File: src/rtl/apb_regs_pkg.sv
// Shared definitions for the APB CSR bank: per-bit access-type codes,
// the bus FSM state type, and the reset value each access type powers up with.
package apb_regs_pkg;

   typedef logic [3:0] reg_type_t;

   localparam reg_type_t ZR     = 4'd0;
   localparam reg_type_t RO     = 4'd1;
   localparam reg_type_t RW_0   = 4'd2;
   localparam reg_type_t RW_1   = 4'd3;
   localparam reg_type_t RWE_0  = 4'd4;
   localparam reg_type_t RWE_1  = 4'd5;
   localparam reg_type_t RW1E_0 = 4'd6;
   localparam reg_type_t RW1E_1 = 4'd7;
   localparam reg_type_t W1C    = 4'd8;
   localparam reg_type_t W1O    = 4'd9;
   localparam reg_type_t RWC    = 4'd10;

   localparam int DATA_W = 32;

   typedef enum logic [1:0] {
      S_IDLE,
      S_SETUP,
      S_ACCESS
   } apb_state_t;

   // Only the "_1" flavours come out of reset set; everything else clears.
   function automatic logic reg_rst_val(input reg_type_t t);
      return (t == RW_1) || (t == RWE_1) || (t == RW1E_1);
   endfunction

endpackage

File: src/rtl/apb_csr_bank_bit.sv
// One register bit cell; TYPE selects how bus writes and the fabric input
// combine into the stored bit, what the fabric sees and what a read returns.
module csr_bit
   import apb_regs_pkg::*;
#(
   parameter reg_type_t TYPE = RW_0
) (
   input  logic clk,
   input  logic resetn,
   input  logic wr_en,
   input  logic wdata,
   input  logic in,
   output logic q,
   output logic rd
);

   localparam logic RST_VAL = reg_rst_val(TYPE);

   logic r_bit;
   logic w_unused;

   assign w_unused = &{1'b0, wr_en, wdata, in};

   // Fabric-side set/clear takes priority over a bus write in the same cycle.
   always_ff @(posedge clk or negedge resetn) begin
      if (!resetn) begin
         r_bit <= RST_VAL;
      end else begin
         case (TYPE)
            RW_0, RW_1:     if (wr_en) r_bit <= wdata;
            RWE_0, RWE_1:   if (wr_en && in) r_bit <= wdata;
            RW1E_0, RW1E_1: if (wr_en && (!wdata || in)) r_bit <= wdata;
            W1C: begin
               if (in)                  r_bit <= 1'b1;
               else if (wr_en && wdata) r_bit <= 1'b0;
            end
            W1O:            r_bit <= wr_en & wdata;
            RWC: begin
               if (in)         r_bit <= 1'b0;
               else if (wr_en) r_bit <= wdata;
            end
            default:        r_bit <= 1'b0;
         endcase
      end
   end

   always_comb begin
      q  = 1'b0;
      rd = 1'b0;
      case (TYPE)
         RO: rd = in;
         RW_0, RW_1, RWE_0, RWE_1, RW1E_0, RW1E_1, RWC: begin
            q  = r_bit;
            rd = r_bit;
         end
         W1C: rd = r_bit;
         W1O: begin
            q  = r_bit;
            rd = in;
         end
         default: ;
      endcase
   end

endmodule

File: src/rtl/apb_csr_bank.sv
// Parametrised APB control/status register bank: bus FSM with wait states,
// address/alignment/privilege fault decode, registered read mux and bit cells.
module apb_csr_bank
   import apb_regs_pkg::*;
#(
   parameter int                         REGS_NUM    = 8,
   parameter int                         ADDR_W      = 12,
   parameter logic [REGS_NUM*32*4-1:0]   REG_TYPES   = {REGS_NUM*32{RW_0}},
   parameter int                         WAIT_STATES = 0,
   parameter logic [REGS_NUM-1:0]        PRIV_MASK   = '0
) (
   input  logic                     clk,
   input  logic                     resetn,
   input  logic                     apb_psel,
   input  logic                     apb_penable,
   input  logic [ADDR_W-1:0]        apb_paddr,
   input  logic                     apb_pwrite,
   input  logic [DATA_W-1:0]        apb_pwdata,
   input  logic [3:0]               apb_pstrb,
   input  logic [2:0]               apb_pprot,
   output logic [DATA_W-1:0]        apb_prdata,
   output logic                     apb_pready,
   output logic                     apb_pslverr,
   output logic [REGS_NUM*32-1:0]   reg_outputs,
   input  logic [REGS_NUM*32-1:0]   reg_inputs,
   output logic [REGS_NUM-1:0]      reg_wr_pulse
);

   localparam int IDX_W = ADDR_W - 2;

   apb_state_t          r_state;
   logic [3:0]          r_cnt;
   logic                r_fault;
   logic [IDX_W-1:0]    r_idx;
   logic [DATA_W-1:0]   r_prdata;
   logic [REGS_NUM-1:0] r_wrPulse;

   logic [IDX_W-1:0]    w_idx;
   logic [REGS_NUM*32-1:0] w_rdArr;
   logic [DATA_W-1:0]   w_rdWord;
   logic                w_priv;
   logic                w_fault;
   logic                w_pready;
   logic                w_commit;
   logic [REGS_NUM-1:0] w_wrReg;
   logic                w_unused;

   assign w_idx    = apb_paddr[ADDR_W-1:2];
   assign w_unused = &{1'b0, apb_pprot[2:1]};

   // Read mux and privilege lookup share one index decode.
   always_comb begin
      w_rdWord = '0;
      w_priv   = 1'b0;
      for (int i = 0; i < REGS_NUM; i++) begin
         if (w_idx == IDX_W'(i)) begin
            w_rdWord = w_rdArr[i*32 +: 32];
            w_priv   = PRIV_MASK[i];
         end
      end
   end

   assign w_fault = (32'(w_idx) >= 32'(REGS_NUM)) ||
                    (apb_paddr[1:0] != 2'b00) ||
                    (w_priv && !apb_pprot[0]);

   assign w_pready = (r_state == S_ACCESS) && (r_cnt == 4'd0);
   assign w_commit = apb_psel && apb_penable && apb_pwrite && w_pready && !r_fault;

   assign apb_pready   = w_pready;
   assign apb_pslverr  = r_fault && w_pready;
   assign apb_prdata   = r_prdata;
   assign reg_wr_pulse = r_wrPulse;

   // Fault, index and read data are captured when SETUP ends so the access
   // phase sees stable values even if the fabric inputs move meanwhile.
   always_ff @(posedge clk or negedge resetn) begin
      if (!resetn) begin
         r_state   <= S_IDLE;
         r_cnt     <= 4'd0;
         r_fault   <= 1'b0;
         r_idx     <= '0;
         r_prdata  <= '0;
         r_wrPulse <= '0;
      end else begin
         r_wrPulse <= w_wrReg;
         case (r_state)
            S_IDLE: begin
               if (apb_psel && !apb_penable) r_state <= S_SETUP;
            end
            S_SETUP: begin
               r_state  <= S_ACCESS;
               r_cnt    <= 4'(WAIT_STATES);
               r_fault  <= w_fault;
               r_idx    <= w_idx;
               r_prdata <= w_fault ? '0 : w_rdWord;
            end
            S_ACCESS: begin
               if (!apb_psel) begin
                  r_state  <= S_IDLE;
                  r_prdata <= '0;
               end else if (r_cnt != 4'd0) begin
                  r_cnt <= r_cnt - 4'd1;
               end else begin
                  r_prdata <= '0;
                  r_state  <= (apb_psel && !apb_penable) ? S_SETUP : S_IDLE;
               end
            end
            default: r_state <= S_IDLE;
         endcase
      end
   end

   for (genvar i = 0; i < REGS_NUM; i++) begin : g_reg
      assign w_wrReg[i] = w_commit && (r_idx == IDX_W'(i));
      for (genvar j = 0; j < 32; j++) begin : g_bit
         csr_bit #(
            .TYPE (REG_TYPES[(i*32+j)*4 +: 4])
         ) u_bit (
            .clk    (clk),
            .resetn (resetn),
            .wr_en  (w_wrReg[i] & apb_pstrb[j/8]),
            .wdata  (apb_pwdata[j]),
            .in     (reg_inputs[i*32+j]),
            .q      (reg_outputs[i*32+j]),
            .rd     (w_rdArr[i*32+j])
         );
      end
   end

endmodule

File: config.mk
export PLATFORM = sky130hd
export DESIGN_NAME = apb_csr_bank
export DESIGN_NICKNAME = d
export VERILOG_FILES = /design/src/rtl/apb_regs_pkg.sv /design/src/rtl/apb_csr_bank_bit.sv /design/src/rtl/apb_csr_bank.sv
export SDC_FILE = /design/constraint.sdc
export NUM_CORES = 1
export LEC_CHECK = 0
export CELL_PAD_IN_SITES_DETAIL_PLACEMENT = 0
export CELL_PAD_IN_SITES_GLOBAL_PLACEMENT = 1
export CORE_AREA = 2 2 236 238
export CTS_BUF_LIST = sky130_fd_sc_hd__clkbuf_4 sky130_fd_sc_hd__clkbuf_8 sky130_fd_sc_hd__clkbuf_16
export CTS_CLUSTER_DIAMETER = 50
export CTS_CLUSTER_SIZE = 25
export DETAILED_ROUTE_END_ITERATION = 8
export DIE_AREA = 0 0 238 240
export PLACE_DENSITY_LB_ADDON = 0.1
export SYNTH_ARGS = -nofsm -noshare
export SYNTH_HDL_FRONTEND = slang
export SYNTH_SLANG_ARGS = --single-unit
File: constraint.sdc
create_clock -name clk -period 3.3 [get_ports clk]
set_input_delay 0.66 -clock clk [delete_from_list [all_inputs] [get_ports clk]]
set_output_delay 0.66 -clock clk [all_outputs]
set_load 0.005 [all_outputs]
# Word level (Yosys, flattened, before mapping)
# Cells that the tools add are included.
# totals
register_bits	313
inputBits	312
out_inout_bits	298
word_cells	364
# classes
addsub	1
magnitude_cmp	1
n_eq_ne	20
n_mux	20
n_bitwise	32
reduce_logical	28
# op_table
operator	count
$mux 32	11
$eq 10x3->1 const B	8
$pmux 32 s2	1
$eq 10x2->1 const B	4
$and 1x1->1	32
$eq 10x1->1 const B	2
$logic_not 10->1	2
$logic_and 1x1->1	15
$ge 10x4->1 const B	1
$mux 4	2
$pmux 4 s2	1
$mux 2	3
$pmux 2 s3	1
$logic_not 4->1	1
$ne 2x2->1 const B	2
$reduce_and 2->1	2
$reduce_bool 2->1	2
$reduce_bool 4->1	1
$sub 4x1->4 const B	1
$ne 3x3->1 const B	1
$reduce_and 3->1	1
$eq 2x1->1 const B	1
$eq 2x2->1 const B	1
$logic_not 1->1	2
4 further kinds	4

# Depth between registers and ports, before layout
# logic_depth
word_depth	11
mapped_depth	8
ltp_nobuf	7

# Hierarchy
# A second synthesis with hierarchy kept.
# hier_totals
hier_cells	1466
hier_area_um2	17957.2
# by_module_without_submodules
mod	instances	cells_each	area_per_inst_um2	seq_area_each_um2
csr_bit	256	3	47.5	25.0
apb_csr_bank	1	698	5785.5	1426.4

# Worst setup path before layout
# OpenSTA, ideal clock, no wires.
# synth_timing
path_kind	input port to flip-flop
start	input port apb_paddr[8]
end	register r_prdata[17] (netlist: apb_prdata[17])
arrival_time_ns	2.129
required_time_ns	3.213
path_slack_ns	1.084
path_stages	5
n_path_buf	1
path_cell_list	or4_4 > nor4_2 > clkbuf_1 > o21ai_0 > a22oi_1
# synth_via
elab_chain_len	11
# synth_lines
item	line	text
from (decl)	apb_csr_bank.sv:16	input logic [ADDR_W-1:0] apb_paddr,
$logic_not 10->1	apb_csr_bank.sv:56	if (w_idx == IDX_W'(i)) begin
$mux 32 (8 in series)	apb_csr_bank.sv:56	
$mux 32 (*)	apb_csr_bank.sv:96	r_prdata <= w_fault ? '0 : w_rdWord;
$pmux 32 s2 (*)	apb_csr_bank.sv:87	case (r_state)
to (signal assigned)	apb_csr_bank.sv:96	
to (decl)	apb_csr_bank.sv:35	logic [DATA_W-1:0] r_prdata;
# Every way passes the cells marked *; elsewhere a longest branch is shown, timed or not.
# A chain may end at the register's enable or synchronous reset.

# Worst setup path after layout
# layout_timing
start	register r_state[0]
end	output port apb_pslverr
# layout_via
elab_chain_len	3
# layout_lines
item	line	text
from (decl)	apb_csr_bank.sv:31	apb_state_t r_state;
from (signal assigned)	apb_csr_bank.sv:106	r_state <= (apb_psel && !apb_penable) ? S_SETUP : S_IDLE;
$eq 2x2->1	apb_csr_bank.sv:67	assign w_pready = (r_state == S_ACCESS) && (r_cnt == 4'd0);
$logic_and 1x1->1	apb_csr_bank.sv:67	
$logic_and 1x1->1	apb_csr_bank.sv:71	assign apb_pslverr = r_fault && w_pready;
to (decl)	apb_csr_bank.sv:23	output logic apb_pslverr,
# Every way passes these cells.

==> impl_metrics.ini <==
[setup_path]
critPathArrivalTime_ns = 2.48
startpoint_type = flip-flop
worstPathRequired_ns = 2.64
r2r-end = g_reg[7].g_bit[15].u_bit.q
timing.critical_path.max_delay_family = buffers and inverters
crit_path_max_fanout = 6
worstSetupEndpoint = apb_pslverr
worst-path-buf-inv = 3
rrSetupSlack_ns = 0.83
end_kind = primary output
crit_cells = 6
slowest_delay_ns = 0.50
reg2reg_from = r_state[0]
reg2reg_depth = 8
path_class = reg2out
worstPathCellList = inv_1, ha_1, nand4bb_1, inv_2, and2_1, clkdlybuf4s50_1
slowest_stage = clkdlybuf4s50_1
crit_start = r_state[0]

[final_layout]
layout_commonest_cell = clkdlybuf4s50_1
area_growth_pct = 24.98
fin_nets = 1856
fillers = 5243
seqCellArea_um2 = 7833
multiInputGateArea_um2 = 7032
mostFrequentLayoutCells = 346 x clkdlybuf4s50_1, 313 x dfrtp_1, 244 x mux2_2
layout-drive-gt1-share = 0.2889

[timing]
clock_skew_ns = 0.02481
finalCritPeriodShare = 0.9505
fin_setup_tns_ns = 0
worst_slew_pin_slew_ns = 0.7396
max_slew_margin = 0.5054
finalSetupViolCount = 0
hold_viol_final = 0
max_freq_ghz = 0.3188
grt_setup_unrepaired = no
min_period_ns = 3.137
hold_slack_ns = 0.06282
finalMaxSlewViolations = 0

[grt]
grt_pass1_wl_um = 83950
grt_usage = 0.2020
grt_max_degree = 72
grt_pass1_vias = 11705
antenna_found_initial = 1
grt_remaining_overflow = 0

[logic_synthesis]
synth_cell_type_count = 46
yosysWarnings = 0
yosysTopAreaCell = dfrtp_1
synth_flop_cell = dfrtp_1
synth.area.top_cells = dfrtp_1 46%, mux2_2 16%, buf_4 11%
synth_fp_nets = 1747
syn-cell-area_um2 = 17150
async_reset_ff_frac = 1.000
synth_seq_cells = 313
syn_area_per_cell_um2 = 12.00
synth.yosys.seq_area_share = 0.4567
synthDominantCellAreaShare = 0.4567
syn_inst = 1429
synth_edf_count = 0

[cts]
cts_inserted_buffers = 48
cts-root-buf = clkbuf_16
postCtsSetupBuffers = 0
ctsResizeCount = 0
cts.sinks = 313
hold_buffers = 0
clockBufferDepth = 3
cts.clk_slew.worst_paths_ns = 0.06
clk_latency_ns = 0.59
cts_tree = built
cts-htree-levels = 2

[detailed_routing]
wl_per_cell_um = 25.48
routed_via_density = 5.009
first_pass_iters = 5
ant_nets = 0
vias = 11421
drt_iter0_drc = 693
wirelength_um = 58090
drc = 0

[floorplanning]
fp-row-count = 86
initial_core_util = 0.3137
boundaryPins = 610
die-height_um = 240
die_w_um = 238
die_area_um2 = 57120
coreArea_um2 = 54660

[place]
gp_congestion = 0.7703
post-dp-hpwl_um = 39620
io_buffers = 350

[power]
power_frac_seq = 0.376
p_switching_uw = 2809
p_int_uw = 7739
p_sw_frac = 0.2663
p_per_area_nw_per_um2 = 492.2
vdd_drop_max_v = 0.0003515
clockPowerShare = 0.525
combPwrFrac = 0.099
leakagePower_uw = 0.009389

[status]
status = finished clean

[min_path]
holdCritPathClass = in2async

[job]
maxCapViolCount = 0
-- power by group through the flow --
stage	clock network (µW)	logic, µW	registers [µW]
after global placement	0	1050	4030
after floorplan	0	542	4020
after CTS	5690	1070	3970
after global routing	5850	1140	3970
final	5540	1040	3970
after detailed placement	0	1070	4040
-- worst min-delay path by stage --
stage,from,end,slack [ns],cells after the start
finish,resetn,g_reg[2].g_bit[24].u_bit.q,0.06,1
global route,resetn,g_reg[2].g_bit[24].u_bit.q,0.1,1
CTS,resetn,g_reg[2].g_bit[24].u_bit.q,0.07,1
detailed placement,apb_prdata[25],apb_prdata[25],0.48,2
global placement,apb_prdata[27],apb_prdata[27],0.47,2
floorplan,resetn,apb_prdata[0],0.36,0
-- synth_stat cells (4+ instances only) --
cell / count
clkbuf_1: 51
dfrtp_1: 313
buf_2: 6
and2_2: 4
nand2b_1: 16
mux2_4: 32
nor3b_1: 31
nand2_1: 40
o221ai_1: 6
mux2_2: 244
nor2_1: 21
nor3_1: 6
ha_1: 6
buf_6: 4
buf_1: 7
a22oi_1: 42
a2bb2oi_1: 16
inv_1: 16
a21oi_1: 8
buf_4: 259
mux2i_1: 35
and2_1: 20
a32oi_1: 20
and3_1: 17
nor2b_1: 27
o2bb2ai_1: 14
o211ai_1: 22
nand3_4: 32
o21ai_0: 76
a32o_1: 12
or4bb_1: 5
-- flip-flops by register name, summed over array words and instances, names as in the netlist --
name and cells:
reg_wr_pulse 8, g.g_bit.u_bit.q 256, r_cnt 4, r_state 2, r_idx 10, apb_prdata 32, r_fault 1
-- metal layers --
layer  up-vias  global-route usage  wire (µm)
li1       5118                   -          -
met1      5833              0.2824      27090
met2       392              0.2972      24950
met3        78             0.06131       4503
met4         0             0.06515       1546
met5         -                   0          0
-- cell families (layout without fill, tap and decap cells) --
kind of cell | after synthesis | in the layout | share of synthesized area
other | 0 | 1 | 0
flip-flops | 313 | 313 | 0.4567
adder cells (fa/ha/maj) | 6 | 6 | 0.004378
AND/OR/NAND/NOR | 233 | 233 | 0.1039
multiplexers | 312 | 312 | 0.2093
AO/OA/AOI/OAI | 220 | 220 | 0.08996
buffers and inverters | 345 | 491 | 0.1357
-- final cells by class --
cell class              instances  area share
diodes                          1   0.0001168
inverters                      16    0.002802
multi-input cells             771      0.3281
repair buffers                388      0.1815
well taps                     704     0.04110
clock buffers                  57     0.06118
clock inverters                30     0.01979
flip-flops and latches        313      0.3654
-- worst register-to-register path, stage by stage (launching register included) --
cell and delay, ns:
dfrtp_1 0.44, inv_1 0.10, ha_1 0.26, nand4bb_1 0.27, inv_2 0.18, and3_1 0.16, buf_4 0.29, nand3_4 0.27
mux2_2 0.36
-- metrics by stage --
stage	cells	worst slack (ns)	power [µW]	instance area, µm²	utilization
6_report	2280	0.1635	10550	21430	0.3921
5_1_grt	2280	0.005376	10970	21430	0.3921
4_1_cts	2279	0.1001	10720	21430	0.3921
3_5_place_dp	2192	0.3525	5103	19700	0.3603
3_3_place_gp	2192	0.3449	5082	19700	0.3603
2_1_floorplan	1429	1.084	4561	17150	-
Power figures use the tool's default switching activity.
